File: src/rtl/redirect_pkg.sv
// Shared definitions for the ID-stage redirect/stall unit.
// GPR address width, the hardwired zero register, and mult/div FSM states.
package redirect_pkg;

  localparam int GPR_ADDR_W = 5;

  localparam logic [GPR_ADDR_W-1:0] ZERO_REG = '0;

  typedef enum logic {
    MD_IDLE,
    MD_BUSY
  } md_state_t;

endpackage

File: src/rtl/redirect_port_sel.sv
// One read port: priority match across producer stages, youngest first.
// Returns the forwarded operand and whether the winning producer is not ready.
module redirect_port_sel
  import redirect_pkg::*;
#(
  parameter int DATA_W = 32,
  parameter int NSTAGE = 3
) (
  input  logic                         rd_en,
  input  logic [GPR_ADDR_W-1:0]        rd_addr,
  input  logic [DATA_W-1:0]            rf_data,
  input  logic [NSTAGE-1:0]            st_wen,
  input  logic [NSTAGE*GPR_ADDR_W-1:0] st_rw,
  input  logic [NSTAGE-1:0]            st_rdy,
  input  logic [NSTAGE*DATA_W-1:0]     st_data,
  output logic [DATA_W-1:0]            fwd_data,
  output logic                         not_ready
);

  logic found;

  // First matching stage wins; later (older) stages cannot override it.
  always_comb begin
    fwd_data  = rf_data;
    not_ready = 1'b0;
    found     = 1'b0;
    for (int s = 0; s < NSTAGE; s++) begin
      if (!found && rd_en && st_wen[s] &&
          (rd_addr != ZERO_REG) &&
          (st_rw[s*GPR_ADDR_W +: GPR_ADDR_W] == rd_addr)) begin
        found     = 1'b1;
        fwd_data  = st_data[s*DATA_W +: DATA_W];
        not_ready = ~st_rdy[s];
      end
    end
  end

endmodule

File: src/rtl/redirect_stall_unit.sv
// ID-stage operand forwarding, load-use interlock and mult/div scoreboard.
// Also counts stalled cycles with a saturating counter.
module redirect_stall_unit
  import redirect_pkg::*;
#(
  parameter int DATA_W = 32,
  parameter int NREAD  = 2,
  parameter int NSTAGE = 3,
  parameter int MD_LAT = 32,
  parameter int CNT_W  = 32
) (
  input  logic                         clk,
  input  logic                         rst,
  input  logic [NREAD-1:0]             rd_en,
  input  logic [NREAD*GPR_ADDR_W-1:0]  rd_addr,
  input  logic [NREAD*DATA_W-1:0]      rf_data,
  input  logic [NSTAGE-1:0]            st_wen,
  input  logic [NSTAGE*GPR_ADDR_W-1:0] st_rw,
  input  logic [NSTAGE-1:0]            st_rdy,
  input  logic [NSTAGE*DATA_W-1:0]     st_data,
  input  logic                         id_hilo_rd,
  input  logic                         id_md_issue,
  input  logic                         md_start,
  input  logic                         md_cancel,
  output logic [NREAD*DATA_W-1:0]      fwd_data,
  output logic                         stall,
  output logic                         md_busy,
  output logic                         md_done,
  output logic [CNT_W-1:0]             stall_cnt
);

  localparam int MCW = $clog2(MD_LAT + 1);

  if (NREAD < 1 || NSTAGE < 1 || MD_LAT < 1) begin : g_bad_param
    $fatal(1, "redirect_stall_unit: NREAD, NSTAGE, MD_LAT must be >= 1");
  end

  logic [NREAD-1:0] port_nr;
  logic             gpr_hazard;

  for (genvar p = 0; p < NREAD; p++) begin : g_port
    redirect_port_sel #(
      .DATA_W (DATA_W),
      .NSTAGE (NSTAGE)
    ) u_sel (
      .rd_en     (rd_en[p]),
      .rd_addr   (rd_addr[p*GPR_ADDR_W +: GPR_ADDR_W]),
      .rf_data   (rf_data[p*DATA_W +: DATA_W]),
      .st_wen    (st_wen),
      .st_rw     (st_rw),
      .st_rdy    (st_rdy),
      .st_data   (st_data),
      .fwd_data  (fwd_data[p*DATA_W +: DATA_W]),
      .not_ready (port_nr[p])
    );
  end

  assign gpr_hazard = |port_nr;

  md_state_t      md_state, md_state_nx;
  logic [MCW-1:0] md_cnt, md_cnt_nx;

  // Mult/div state and remaining-cycle counter.
  always_ff @(posedge clk) begin
    if (rst) begin
      md_state <= MD_IDLE;
      md_cnt   <= '0;
    end else begin
      md_state <= md_state_nx;
      md_cnt   <= md_cnt_nx;
    end
  end

  // Cancel beats completion and start; a start while busy is dropped.
  always_comb begin
    md_state_nx = md_state;
    md_cnt_nx   = md_cnt;
    md_done     = 1'b0;
    if (md_cancel) begin
      md_state_nx = MD_IDLE;
      md_cnt_nx   = '0;
    end else begin
      unique case (md_state)
        MD_IDLE: begin
          if (md_start) begin
            md_state_nx = MD_BUSY;
            md_cnt_nx   = MCW'(MD_LAT - 1);
          end
        end
        MD_BUSY: begin
          if (md_cnt == '0) begin
            md_state_nx = MD_IDLE;
            md_done     = ~rst;
          end else begin
            md_cnt_nx = md_cnt - 1'b1;
          end
        end
        default: begin
          md_state_nx = MD_IDLE;
          md_cnt_nx   = '0;
        end
      endcase
    end
  end

  assign md_busy = (md_state == MD_BUSY);

  assign stall = gpr_hazard |
                 (md_busy & (id_hilo_rd | id_md_issue));

  // Saturating count of stalled cycles.
  always_ff @(posedge clk) begin
    if (rst) begin
      stall_cnt <= '0;
    end else if (stall && !(&stall_cnt)) begin
      stall_cnt <= stall_cnt + CNT_W'(1);
    end
  end

endmodule

File: config.mk
export PLATFORM = sky130hd
export DESIGN_NAME = redirect_stall_unit
export DESIGN_NICKNAME = d
export VERILOG_FILES = /design/src/rtl/redirect_pkg.sv /design/src/rtl/redirect_port_sel.sv /design/src/rtl/redirect_stall_unit.sv
export SDC_FILE = /design/constraint.sdc
export NUM_CORES = 1
export LEC_CHECK = 0
export ABC_AREA = 1
export CORE_MARGIN = 3
export CORE_UTILIZATION = 32
export DETAILED_ROUTE_END_ITERATION = 16
export PLACE_DENSITY = 0.76
export SYNTH_ARGS = -nofsm -noshare
export SYNTH_HDL_FRONTEND = slang
export SYNTH_SLANG_ARGS = --single-unit
File: constraint.sdc
create_clock -name clk -period 3.4 [get_ports clk]
set_clock_uncertainty 0.2 [all_clocks]
set_input_delay 1.02 -clock clk [delete_from_list [all_inputs] [get_ports clk]]
set_output_delay 1.02 -clock clk [all_outputs]
set_load 0.02 [all_outputs]
==> impl_metrics.prom <==
# TYPE chip_impl_metric gauge
chip_impl_metric{name="drv_cap",unit=""} 0
chip_impl_metric{name="syn_inst",unit=""} 912
chip_impl_metric{name="final_layout_size_suffix_gt1_frac",unit=""} 0.320
chip_impl_info{name="holdCritPathClass",value="reg -> reg"} 1
chip_impl_metric{name="irDropWorstVdd",unit="V"} 0.000209
chip_impl_metric{name="setup_viol",unit=""} 65
chip_impl_metric{name="final-instance-count-excl-fill",unit=""} 1502
chip_impl_metric{name="clkLatencyLatePin",unit="ns"} 0.29
chip_impl_metric{name="timing.critical_path.required",unit="ns"} 2.18
chip_impl_metric{name="multi_input_area",unit="sq um"} 4520
chip_impl_metric{name="yosysSeqAreaShare",unit=""} 0.158
chip_impl_metric{name="n_fill_cell",unit=""} 1015
chip_impl_metric{name="final_antenna_net_count",unit=""} 0
chip_impl_metric{name="drv_slew",unit=""} 0
chip_impl_metric{name="p_leak",unit="uW"} 0.00486
chip_impl_info{name="hold_path_startpoint",value="md_cnt[0]"} 1
chip_impl_metric{name="grt_pass1_vias",unit=""} 8044
chip_impl_metric{name="layout_worst_path_cycle_share",unit=""} 1.18
chip_impl_metric{name="synth_area",unit="sq um"} 4930
chip_impl_metric{name="post_layout_nets",unit=""} 1509
chip_impl_metric{name="post_synth.cell_area_avg",unit="sq um"} 5.40
chip_impl_metric{name="clkTransAtPathRegs",unit="ns"} 0.06
chip_impl_info{name="cts_tree",value="done"} 1
chip_impl_metric{name="maximum_number_of_pins_on_one_net_before_global_route_repair",unit=""} 37
chip_impl_info{name="ys.flop_type",value="sky130_fd_sc_hd__dfxtp_1"} 1
chip_impl_info{name="grt_setup_unrepaired",value="yes"} 1
chip_impl_info{name="timing.hold.worst_endpoint",value="md_cnt[0]"} 1
chip_impl_metric{name="min_delay_path_depth",unit=""} 1
chip_impl_metric{name="numCtsBuffers",unit=""} 5
chip_impl_metric{name="initial_antenna_violation_count",unit=""} 8
chip_impl_info{name="outcome",value="finished with violations"} 1
chip_impl_metric{name="remaining_global_route_overflow",unit=""} 0
chip_impl_metric{name="yosysWarningCount",unit=""} 0
chip_impl_metric{name="vias_per_cell",unit=""} 5.65
chip_impl_metric{name="ys_async_sr_fraction",unit=""} 0
chip_impl_info{name="violations_in_the_final_reports",value="setup timing"} 1
chip_impl_metric{name="dpl.cell_count",unit=""} 1404
chip_impl_metric{name="finalHoldWorstSlack",unit="ns"} 0.278
chip_impl_metric{name="grt_pass1_wl",unit="um"} 42600
chip_impl_metric{name="relSlewSlack",unit=""} 0.645
chip_impl_metric{name="drt_pass1_iterations",unit=""} 6
chip_impl_metric{name="reg2reg_setup_slack",unit="ns"} 0.95
chip_impl_metric{name="detailroute.via_count",unit=""} 8489
chip_impl_metric{name="timing.critical_path.arrival",unit="ns"} 2.81
chip_impl_metric{name="synth_enable_flop_cells",unit=""} 0
chip_impl_metric{name="clock_sinks",unit=""} 39
chip_impl_metric{name="overall_track_demand_over_capacity_in_global_routing",unit=""} 0.320
chip_impl_metric{name="place.detailed.hpwl",unit="um"} 19200
chip_impl_metric{name="cts_hold_buffers",unit=""} 0
chip_impl_info{name="critical_path.startpoint",value="st_rw[4]"} 1
chip_impl_metric{name="post-route-drc-count",unit=""} 0
chip_impl_metric{name="syn_nets",unit=""} 1113
chip_impl_metric{name="htree_num_levels",unit=""} 2
chip_impl_info{name="critical_path_class",value="in -> out"} 1
chip_impl_info{name="synthTopCellsByArea",value="sky130_fd_sc_hd__nand2_1 22%, sky130_fd_sc_hd__dfxtp_1 16%, sky130_fd_sc_hd__nand3_1 11%, sky130_fd_sc_hd__o211ai_1 10%, sky130_fd_sc_hd__inv_1 7.2%"} 1
chip_impl_metric{name="post-place-ws",unit="ns"} -1.37
chip_impl_info{name="clk_root_buffer_cell",value="sky130_fd_sc_hd__clkbuf_16"} 1
chip_impl_metric{name="fp-row-count",unit=""} 44
chip_impl_metric{name="wirelength",unit="um"} 31000
chip_impl_info{name="rr_startpoint",value="stall_cnt[0]"} 1
chip_impl_metric{name="initial_core_util",unit=""} 0.333
chip_impl_metric{name="core_area",unit="sq um"} 14800
chip_impl_metric{name="die_w",unit="um"} 130
chip_impl_metric{name="final-seq-area",unit="sq um"} 781
chip_impl_info{name="launching_element_type_of_the_critical_path",value="primary input"} 1
chip_impl_metric{name="synth_seq_cells",unit=""} 39
chip_impl_metric{name="ys_types",unit=""} 32
chip_impl_metric{name="worstRegToRegCells",unit=""} 11
chip_impl_metric{name="max-clock-path-buffers",unit=""} 2
chip_impl_metric{name="routability_cong",unit=""} 0.931
chip_impl_metric{name="synthDominantCellAreaShare",unit=""} 0.222
chip_impl_metric{name="worst-slew-pin-transition",unit="ns"} 0.531
chip_impl_metric{name="io_pins",unit=""} 298
chip_impl_metric{name="port-buffer-count",unit=""} 297
chip_impl_metric{name="fin_ws",unit="ns"} -0.627
chip_impl_metric{name="achievable-frequency",unit="MHz"} 248
chip_impl_metric{name="final_period_minus_worst_setup_slack",unit="ns"} 4.03
chip_impl_info{name="crit-reg2reg-capture",value="stall_cnt[15]"} 1
chip_impl_metric{name="detail_route.wl_per_cell",unit="um"} 20.7
chip_impl_metric{name="die_h",unit="um"} 130
chip_impl_metric{name="worst-path-max-fanout",unit=""} 7
chip_impl_metric{name="power.density",unit="nW/um^2"} 176
chip_impl_metric{name="final_hold_viol_count",unit=""} 0
chip_impl_info{name="synth_area_leader_cell",value="sky130_fd_sc_hd__nand2_1"} 1
chip_impl_metric{name="layout-area-overhead-vs-synth",unit="%"} 126
chip_impl_metric{name="power.total",unit="uW"} 1960
chip_impl_metric{name="initialDrtViolationCount",unit=""} 767
chip_impl_metric{name="design.die.area",unit="sq um"} 16900
chip_impl_info{name="worst_setup_path_end_kind",value="output pin"} 1
[synthesized netlist by cell type, drive strengths merged, types with 11 or more instances]
cell type	n
nand2	294
nand3	109
inv	100
o21ai	70
o211ai	67
nor2	61
dfxtp	39
a21oi	37
clkbuf	32
buf	21
xor2	21
nor3	19
nand4	13
xnor2	11
[cell families (layout without fill, tap and decap cells)]
logic type	count (synthesis)	count (layout)	share of synthesized area
compound gates	180	180	0.220
xor+xnor	32	32	0.0569
fa+ha+maj	2	2	0.00508
buf+inv	153	548	0.122
flops	39	39	0.158
other cells	0	10	0
simple gates	506	507	0.438
[area by class of cell]
class / count / area share
Sequential cell: 39 / 0.0700
Timing Repair Buffer: 441 / 0.451
Clock inverter: 1 / 0.000449
Clock buffer: 6 / 0.0125
Inverter: 100 / 0.0375
Tap cell: 184 / 0.0206
Antenna cell: 10 / 0.00224
Multi-Input combinational cell: 721 / 0.406
[flip-flops by register name, summed over array words and instances (netlist names)]
signal     cells
stall_cnt     32
md_busy        1
md_cnt         6
[stage by stage]
stage / setup TNS [ns] / utilization / cell area, sq um
after CTS: -30.21 / 0.714 / 10600
final: -34.68 / 0.753 / 11200
after global placement: -99.96 / 0.616 / 9120
after detailed placement: -102.27 / 0.616 / 9120
after floorplan: -0.895 / - / 5680
after global routing: -38.69 / 0.753 / 11100
[worst max-delay path, stage by stage]
cell and delay (ns):
sky130_fd_sc_hd__buf_8 0.10, sky130_fd_sc_hd__inv_4 0.05, sky130_fd_sc_hd__buf_6 0.08, sky130_fd_sc_hd__nand2_2 0.04, sky130_fd_sc_hd__nand2_1 0.05, sky130_fd_sc_hd__nor2_1 0.04
sky130_fd_sc_hd__nand2_1 0.10, sky130_fd_sc_hd__nor2_4 0.06, sky130_fd_sc_hd__nor2_4 0.22, sky130_fd_sc_hd__o2111ai_4 0.18, sky130_fd_sc_hd__buf_12 0.19, sky130_fd_sc_hd__buf_12 0.13
sky130_fd_sc_hd__buf_16 0.13, sky130_fd_sc_hd__o211ai_1 0.15, sky130_fd_sc_hd__o21ai_4 0.10, sky130_fd_sc_hd__buf_6 0.14
[layer usage]
layer	share of wire	GRT usage
met4	0.071	0.167
met2	0.49	0.581
met1	0.34	0.349
met3	0.092	0.0639
met5	0	0
[how the worst max path moves through the flow]
stage | end | cells past startpoint
after floorplan | fwd_data[32] | 12
after global placement | fwd_data[35] | 12
after detailed placement | fwd_data[21] | 14
after CTS | fwd_data[21] | 16
after global routing | fwd_data[39] | 16
final | fwd_data[43] | 16
[what timing repair did]
item                                    in CTS  in global routing
buffers inserted                            53                 30
pin swaps                                   93                 71
gates resized for setup                    642                109
endpoints found under the setup margin      98                 69
cloned                                      17                  4
[cell usage in the layout (no fill, tap or decap), types with 39 or more instances in the layout]
cell type and n:
sky130_fd_sc_hd__buf_4 52, sky130_fd_sc_hd__buf_6 117, sky130_fd_sc_hd__clkdlybuf4s50_1 201, sky130_fd_sc_hd__dfxtp_1 39, sky130_fd_sc_hd__inv_1 79, sky130_fd_sc_hd__nand2_1 258, sky130_fd_sc_hd__nand3_1 85, sky130_fd_sc_hd__nor2_1 40
sky130_fd_sc_hd__o211ai_1 67, sky130_fd_sc_hd__o21ai_4 39
[power breakdown]
group	internal (uW)	total, uW	leakage [uW]	switching, uW
logic	533	1030	0.00447	495
clock network	286	467	0.0000728	180
registers	464	470	0.000315	6.15
(Power assumes the default switching activity.)
